<file path="config.mk">
export PLATFORM = sky130hd
export DESIGN_NAME = gate_sweep_ctrl
export DESIGN_NICKNAME = d
export VERILOG_FILES = /design/src/rtl/gate_sweep_pkg.sv /design/src/rtl/sweep_settle_timer.sv /design/src/rtl/gate_sweep_ctrl.sv
export SDC_FILE = /design/constraint.sdc
export NUM_CORES = 1
export LEC_CHECK = 0
export ABC_AREA = 1
export CORE_AREA = 5 5 42 44
export DETAILED_ROUTE_END_ITERATION = 10
export DIE_AREA = 0 0 47 49
export GPL_ROUTABILITY_DRIVEN = 0
export GPL_TIMING_DRIVEN = 0
export HOLD_SLACK_MARGIN = 0.05
export MAX_ROUTING_LAYER = met4
export PLACE_DENSITY_LB_ADDON = 0.3
export SLEW_MARGIN = 15
export SYNTH_ARGS = -nofsm -noshare
export SYNTH_HDL_FRONTEND = slang
export SYNTH_SLANG_ARGS = --single-unit
</file>
<file path="constraint.sdc">
create_clock -name clk -period 1.2 [get_ports clk]
set_clock_uncertainty 0.05 [all_clocks]
set_input_delay 0.12 -clock clk [delete_from_list [all_inputs] [get_ports clk]]
set_output_delay 0.12 -clock clk [all_outputs]
set_load 0.03 [all_outputs]
</file>
<file path="src/rtl/gate_sweep_pkg.sv">
// -----------------------------------------------------------------------------
// gate_sweep_pkg
// Shared types and constants for the inverter-bank sweep controller.
//   state_t        : controller states (idle, settling, sampling, finished)
//   DEFAULT_SETTLE : default number of cycles a vector is held before sampling
// -----------------------------------------------------------------------------
package gate_sweep_pkg;

    typedef enum logic [1:0] {
        S_IDLE   = 2'd0,
        S_SETTLE = 2'd1,
        S_SAMPLE = 2'd2,
        S_DONE   = 2'd3
    } state_t;

    localparam int DEFAULT_SETTLE = 2;

endpackage

</file>
<file path="src/rtl/sweep_settle_timer.sv">
// -----------------------------------------------------------------------------
// sweep_settle_timer
// Loadable down-counter with a zero flag. Counts the settle cycles each input
// vector is held before the bank outputs are sampled.
// Ports:
//   clk      : clock, rising edge
//   rst      : synchronous active-high reset (count -> 0)
//   load     : load load_val (takes priority over dec)
//   dec      : decrement by one, saturating at zero
//   load_val : value loaded on load
//   zero     : high while the count is zero
// -----------------------------------------------------------------------------
module sweep_settle_timer #(
    parameter int CW = 1
) (
    input  logic          clk,
    input  logic          rst,
    input  logic          load,
    input  logic          dec,
    input  logic [CW-1:0] load_val,
    output logic          zero
);

    logic [CW-1:0] count;

    // The count register: a load restarts the settle window for a new vector,
    // otherwise it steps down toward zero and parks there.
    always_ff @(posedge clk) begin
        if (rst) begin
            count <= '0;
        end else if (load) begin
            count <= load_val;
        end else if (dec && (count != '0)) begin
            count <= count - CW'(1);
        end
    end

    assign zero = (count == '0);

endmodule

</file>
<file path="src/rtl/gate_sweep_ctrl.sv">
// -----------------------------------------------------------------------------
// gate_sweep_ctrl
// Sequencer that drives every input vector of a WIDTH-lane inverter bank,
// holds each vector SETTLE cycles, samples the bank and compares it against
// the ideal inverse. Accumulates a mismatch count and the first failing vector.
// Parameters:
//   WIDTH  : number of inverter lanes (sweep covers 2^WIDTH vectors)
//   SETTLE : cycles each vector is held before sampling (min 1)
// Ports:
//   clk, rst      : clock and synchronous active-high reset
//   start         : begin a sweep (honoured only when idle or done)
//   dut_a         : vector driven into the bank
//   dut_y         : bank outputs
//   busy          : high while sweeping
//   done          : high once the sweep finishes, until next start or reset
//   pass          : with done, 1 when no mismatches were seen
//   err_cnt       : number of mismatching vectors
//   first_err_vec : first mismatching vector, 0 if none
// Build option:
//   GATE_SWEEP_STOP_ON_ERR_EN : when defined, the first mismatch ends the sweep.
// -----------------------------------------------------------------------------
module gate_sweep_ctrl
    import gate_sweep_pkg::*;
#(
    parameter int WIDTH  = 1,
    parameter int SETTLE = DEFAULT_SETTLE
) (
    input  logic             clk,
    input  logic             rst,
    input  logic             start,
    output logic [WIDTH-1:0] dut_a,
    input  logic [WIDTH-1:0] dut_y,
    output logic             busy,
    output logic             done,
    output logic             pass,
    output logic [WIDTH:0]   err_cnt,
    output logic [WIDTH-1:0] first_err_vec
);

    localparam int            CW     = (SETTLE > 1) ? $clog2(SETTLE) : 1;
    localparam logic [CW-1:0] RELOAD = CW'(SETTLE - 1);

    state_t state;
    state_t next_state;
    logic   tmr_load;
    logic   tmr_dec;
    logic   tmr_zero;
    logic   clear_run;
    logic   advance;
    logic   mismatch;
    logic   last_vec;

    sweep_settle_timer #(.CW(CW)) u_timer (
        .clk      (clk),
        .rst      (rst),
        .load     (tmr_load),
        .dec      (tmr_dec),
        .load_val (RELOAD),
        .zero     (tmr_zero)
    );

    // Any lane that is not the inverse of its input makes the whole vector bad.
    assign mismatch = (dut_y != ~dut_a);
    assign last_vec = (dut_a == '1);

    // State register. Reset always returns to idle, even in the middle of a sweep.
    always_ff @(posedge clk) begin
        if (rst) begin
            state <= S_IDLE;
        end else begin
            state <= next_state;
        end
    end

    // Next-state and control decode. A start is accepted only from idle or
    // done; while sweeping it is simply not looked at, so nothing is queued.
    // The terminal vector always leaves for DONE, so the vector counter
    // never wraps around.
    always_comb begin
        next_state = state;
        tmr_load   = 1'b0;
        tmr_dec    = 1'b0;
        clear_run  = 1'b0;
        advance    = 1'b0;
        unique case (state)
            S_IDLE, S_DONE: begin
                if (start) begin
                    next_state = S_SETTLE;
                    tmr_load   = 1'b1;
                    clear_run  = 1'b1;
                end
            end
            S_SETTLE: begin
                if (tmr_zero) begin
                    next_state = S_SAMPLE;
                end else begin
                    tmr_dec = 1'b1;
                end
            end
            S_SAMPLE: begin
`ifdef GATE_SWEEP_STOP_ON_ERR_EN
                if (mismatch || last_vec) begin
`else
                if (last_vec) begin
`endif
                    next_state = S_DONE;
                end else begin
                    next_state = S_SETTLE;
                    tmr_load   = 1'b1;
                    advance    = 1'b1;
                end
            end
            default: next_state = S_IDLE;
        endcase
    end

    // Vector counter and checker. Clearing happens on the accepted start so a
    // new run never inherits results from the previous one. The first failing
    // vector is captured only while the error count is still zero.
    always_ff @(posedge clk) begin
        if (rst) begin
            dut_a         <= '0;
            err_cnt       <= '0;
            first_err_vec <= '0;
        end else if (clear_run) begin
            dut_a         <= '0;
            err_cnt       <= '0;
            first_err_vec <= '0;
        end else if (state == S_SAMPLE) begin
            if (mismatch) begin
                err_cnt <= err_cnt + (WIDTH+1)'(1);
                if (err_cnt == '0) begin
                    first_err_vec <= dut_a;
                end
            end
            if (advance) begin
                dut_a <= dut_a + WIDTH'(1);
            end
        end
    end

    assign busy = (state == S_SETTLE) || (state == S_SAMPLE);
    assign done = (state == S_DONE);
    assign pass = done && (err_cnt == '0);

endmodule

</file>
==> After elaboration in Yosys (flattened, before gate mapping) <==
Cells that the tools add are included.
{ "totals": {"register_bits": 7, "latch_bits": 0, "mem_bits_rw": 0, "rom_bits": 0, "input_bits": 4, "out_inout_bits": 7, "word_cells": 40, "n_memories": 0} }
{ "classes": {"addsub": 3, "n_mul": 0, "div": 0, "n_lt_le_gt_ge": 0, "n_eq_ne": 6, "n_shift": 0, "muxes": 13, "bitwise_logic": 1, "n_reduce_logical": 12} }
{ "op_table": {"columns": ["operator", "n"], "rows": [
  ["two-way mux 1 bit", 8],
  ["two-way mux 2 bit", 3],
  ["one-hot mux 2 bit (3 select lines)", 1],
  ["AND reduction 2 bit", 3],
  ["equality test 2 bit (second input constant)", 2],
  ["logical NOT 2 bit", 2],
  ["!= test 2 bit (second input constant)", 2],
  ["OR reduction 2 bit", 2],
  ["AND reduction 3 bit", 1],
  ["adder 2 x 1 -> 2 bit (second input constant)", 1],
  ["equality test 2 x 1 -> 1 bit (second input constant)", 1],
  ["logical AND 1 bit", 2],
  ["one-hot mux 1 bit (2 select lines)", 1],
  ["nonzero test 2 bit", 1],
  ["adder 1 bit (second input constant)", 1],
  ["logical OR 1 bit", 1],
  ["!= test 1 bit", 1],
  ["NOT 1 bit", 1],
  ["subtractor 1 bit (second input constant)", 1]
]} }

==> Logic depth before layout (Yosys ltp) <==
{ "logic_depth": {"word_depth": 5, "mapped_depth": 6, "mapped_depth_nobuf": 6} }

==> By module <==
Synthesis repeated with hierarchy kept, for this count alone.
{ "hier_totals": {"cells_unflattened": 66, "area_unflattened_um2": 445.4} }
{ "modules_own_cells": {"columns": ["module", "instances", "cells_each", "area_per_inst_um2", "seq_area_each_um2"], "rows": [
  ["gate_sweep_ctrl", 1, 57, 394.1, 120.1],
  ["sweep_settle_timer", 1, 9, 51.3, 20.0]
]} }

==> Worst setup path after synthesis <==
Ideal clock, no wire load.
{ "synth_path": {"kind": "reg2reg", "startpoint": "reg state[0]", "endpoint": "reg state[1]", "setup_ns": 0.066, "arrival_ns": 1.165, "path_slack_ns": -0.081, "path_stages_with_launch": 7, "synth_period_minus_slack_ns": 1.281, "path_cell_list": "dfxtp_1 -> inv_1 -> ha_1 -> inv_2 -> o21ai_2 -> nand2_1 -> a21oi_2"} }
{ "synth_via": {"elab_chain_len": 4, "word_cells_on_any_way": 9, "cone_classes": "eq/ne (5); mux (1); reduce/logical (3)"} }
{ "synth_rtl": {"columns": ["element", "line_no", "source"], "rows": [
  ["from (decl)", "gate_sweep_ctrl.sv:43", "state_t state;"],
  ["from (signal assigned)", "gate_sweep_ctrl.sv:71", "state <= next_state;"],
  ["equality test 2 bit / logical NOT 2 bit (equally long branches)", "gate_sweep_ctrl.sv:85", "unique case (state)"],
  ["OR reduction 2 bit", "gate_sweep_ctrl.sv:85", null],
  ["!= test 2 bit (no source line)", null, null],
  ["AND reduction 2 bit (no source line)", null, null]
]} }
Several ways; a longest one is shown, not always the timed one.
A chain may end at the register's enable or synchronous reset.

==> Final worst setup path <==
{ "layout_path": {"startpoint": "reg state[0]", "endpoint": "out busy"} }
{ "layout_via": {"elab_chain_len": 2, "word_cells_on_any_way": 3, "cone_classes": "eq/ne (2); reduce/logical (1)"} }
{ "layout_rtl": {"columns": ["element", "line_no", "source"], "rows": [
  ["equality test 2 x 1 -> 1 bit / equality test 2 bit (equally long branches)", "gate_sweep_ctrl.sv:142", "assign busy = (state == S_SETTLE) || (state == S_SAMPLE);"],
  ["logical OR 1 bit (*)", "gate_sweep_ctrl.sv:142", null],
  ["to (decl)", "gate_sweep_ctrl.sv:33", "output logic busy,"]
]} }
Every way passes the cells marked *; elsewhere a longest branch is shown, timed or not.

==> flow_summary.toml <==
[floorplanning]
io_pins = 11
coreArea_um2 = 1400
die_h_um = 49
initial_core_util_pct = 29.7
die-area_um2 = 2300
num_rows = 14
fp.dieW_um = 47

[outcome]
status = "complete, but fails checks"
violations = "negative setup slack"

[clock_tree]
htreeDepth = 1
cts_root_buffer = "clkbuf_4"
numCtsBuffers = 3
path_clk_slew_ns = 0.05
cts_sinks = 7
insertion_delay_ns = 0.25
clockBufferDepth = 2
cts_tree = "done"

[cells_and_area]
drive_gt1_share_pct = 36.0
fin_area_um2 = 613
fillers = 148
area_delta_synth_final_pct = 47.1
fin_nets = 85
final_util_pct = 43.8
antenna_cells = 0

[placed_design]
dpl.hpwl_um = 637
dpl_cell_area_um2 = 553
post-place-ws_ns = -0.375
port_buffers = 10

[setup_path]
crit_path_top_delay_cell = "dfxtp_4"
rr_worst_depth = 5
required_ns = 1.03
slowest_delay_ns = 0.38
crit_type = "reg -> out"
crit_arrival_ns = 1.11
critPathLaunchType = "register"
crit_fanout = 5
critPathBufInv = 3
r2r_slack_ns = 0.03
r2r-end = "err_cnt[1]"
path_cells = "inv_4 > ha_4 > inv_4 > buf_6"
cp_common_cell = "inv_4"
endpoint_kind = "output pin"
timing.rr.start = "state[0]"
critical_path.top_delay_family = "flip-flops"

[yosys]
synth.cell_area_um2 = 417
yosysTopAreaCell = "dfxtp_1"
synth_nets = 68
synth_top_area_share_pct = 33.6
avgSynthCellArea_um2 = 7.06
ys_types = 13
synth_seq_cells = 7
ys.warnings.count = 0
seq_area_frac_synth_pct = 33.6
synth_area_leaders = "dfxtp_1 (34%), ha_1 (15%), nand2_1 (14%), inv_1 (9.0%), a21oi_1 (8.4%)"
syn_inst = 59

[detailed_routing]
route.met3.wl_um = 46
maxUsedRoutingLayer = "met4"
drt_wl_total_um = 871
drt_drc_violations_left = 0
wire_per_inst_um = 9.57
wl_met1_um = 374
viasPerCell = 4.41
first_pass_iters = 4
antenna_left = 0
drt_iter0_drc = 3
num_vias = 401
wl_met2_um = 413

[timing]
final.setup.tns_ns = -0.114
fin_crit_ns = 1.28
relSlewSlack_pct = 79.8
tightest_slew_ns = 0.305
rsz0062_at_grt = "yes"
finalSetupViolCount = 2
fin_crit_sh_pct = 107
timing_hold_violations_final = 0
max_freq_ghz = 0.780
fin_ws_ns = -0.0827
maxSlewViolCount = 0

[job]
cap_violations = 0

[power]
seqPwrFrac_pct = 39.6
clkPwrFrac_pct = 31.3
p_leak_nw = 0.266
p_int_w = 0.000465
peakVddDrop_mv = 0.504
swShare_pct = 32.0
p_per_area_nw_per_um2 = 1120
pwr-share-comb_pct = 29.0
p_switching_w = 0.000219

[global_route]
antenna_found_initial = 0
grt.total_usage_pct = 10.1
grt_max_degree = 7
grt_pass1_vias = 391
grt_pass1_wl_um = 1590
overflow = 0

[worst_hold_path]
min_path_type = "reg -> reg"
holdCritStartpoint = "first_err_vec"
hold_end = "first_err_vec"
holdPathStages = 2
[through the flow]
stage          power (W)  instances  hold slack, ns
5_1_grt         0.000737         91           0.441
2_1_floorplan   0.000411         59           0.132
3_3_place_gp    0.000468         85           0.392
4_1_cts         0.000699         91           0.414
3_5_place_dp    0.000466         85           0.409
6_report        0.000685         91           0.408
[flip-flops by register name (all words and copies together), names as in the netlist]
register / count
dut_a: 1
err_cnt: 2
first_err_vec: 1
state: 2
u_timer.count: 1
[power groups by stage]
| stage | clock network [W] | registers (W) | logic (W) |
|---|---|---|---|
| 2_1_floorplan | 0 | 0.000273 | 0.000137 |
| 3_3_place_gp | 0 | 0.000272 | 0.000196 |
| 3_5_place_dp | 0 | 0.000272 | 0.000194 |
| 4_1_cts | 0.000230 | 0.000270 | 0.000199 |
| 5_1_grt | 0.000237 | 0.000275 | 0.000225 |
| 6_report | 0.000215 | 0.000271 | 0.000199 |
[per-layer routing]
layer	vias up	global-route usage (%)
met3	5	2.21
met1	169	11.7
met4	0	8.29
met5	-	-
met2	9	14.0
li1	218	-
[logic make-up after synthesis]
group / Yosys count / synth area share [%]
and+or+nand+nor: 21 / 21.3
buffers and inverters: 13 / 11.7
adders and majority gates: 5 / 15.0
DFF: 7 / 33.6
AOI/OAI and AO/OA: 13 / 18.3
[layout by cell type, fill, tap and decap left out, types with 4 or more instances in the layout]
| cell type | count |
|---|---|
| nand2_1 | 14 |
| a21oi_1 | 7 |
| inv_1 | 6 |
| inv_2 | 4 |
| nand3_1 | 4 |
[timing repair]
action | in CTS | in global routing
gates resized for setup | 36 | 5
pin swaps | 2 | 3
hold buffers | 0 | 0
setup endpoints to repair | 11 | 10
setup buffers | 2 | 0
[cell type report]
class | instances | area (um^2) | area share (%)
multi-input combinational | 39 | 255 | 41.6
inverter | 13 | 56.3 | 9.18
clock buffer | 4 | 26.3 | 4.29
sequential | 7 | 148 | 24.1
timing repair buffer | 12 | 108 | 17.6
tap | 16 | 20.0 | 3.27
[cells in the mapped netlist]
| master | instances |
|---|---|
| a21oi_1 | 7 |
| a21oi_2 | 2 |
| dfxtp_1 | 7 |
| ha_1 | 5 |
| inv_1 | 10 |
| inv_2 | 3 |
| nand2_1 | 15 |
| nand2_2 | 1 |
| nand3_1 | 4 |
| nand4_1 | 1 |
| o21ai_0 | 1 |
| o21ai_1 | 2 |
| o21ai_2 | 1 |
[how the worst max path moves through the flow]
stage	from	cells after the start	slack, ns	to
6_report	state[0]	4	-0.08	busy
5_1_grt	state[0]	4	-0.13	busy
4_1_cts	state[0]	4	-0.10	busy
3_5_place_dp	state[0]	4	-0.38	busy
3_3_place_gp	state[0]	4	-0.37	busy
2_1_floorplan	state[1]	3	-0.004	pass
[worst reg2reg max path: cells and delay by family, from the launching register on]
family                     cells  cell delay [ns]
adders and majority gates      1             0.25
buffers and inverters          2             0.14
DFF                            1             0.38
AOI/OAI and AO/OA              2             0.29
Note: power is estimated with default switching activity, not from simulation.
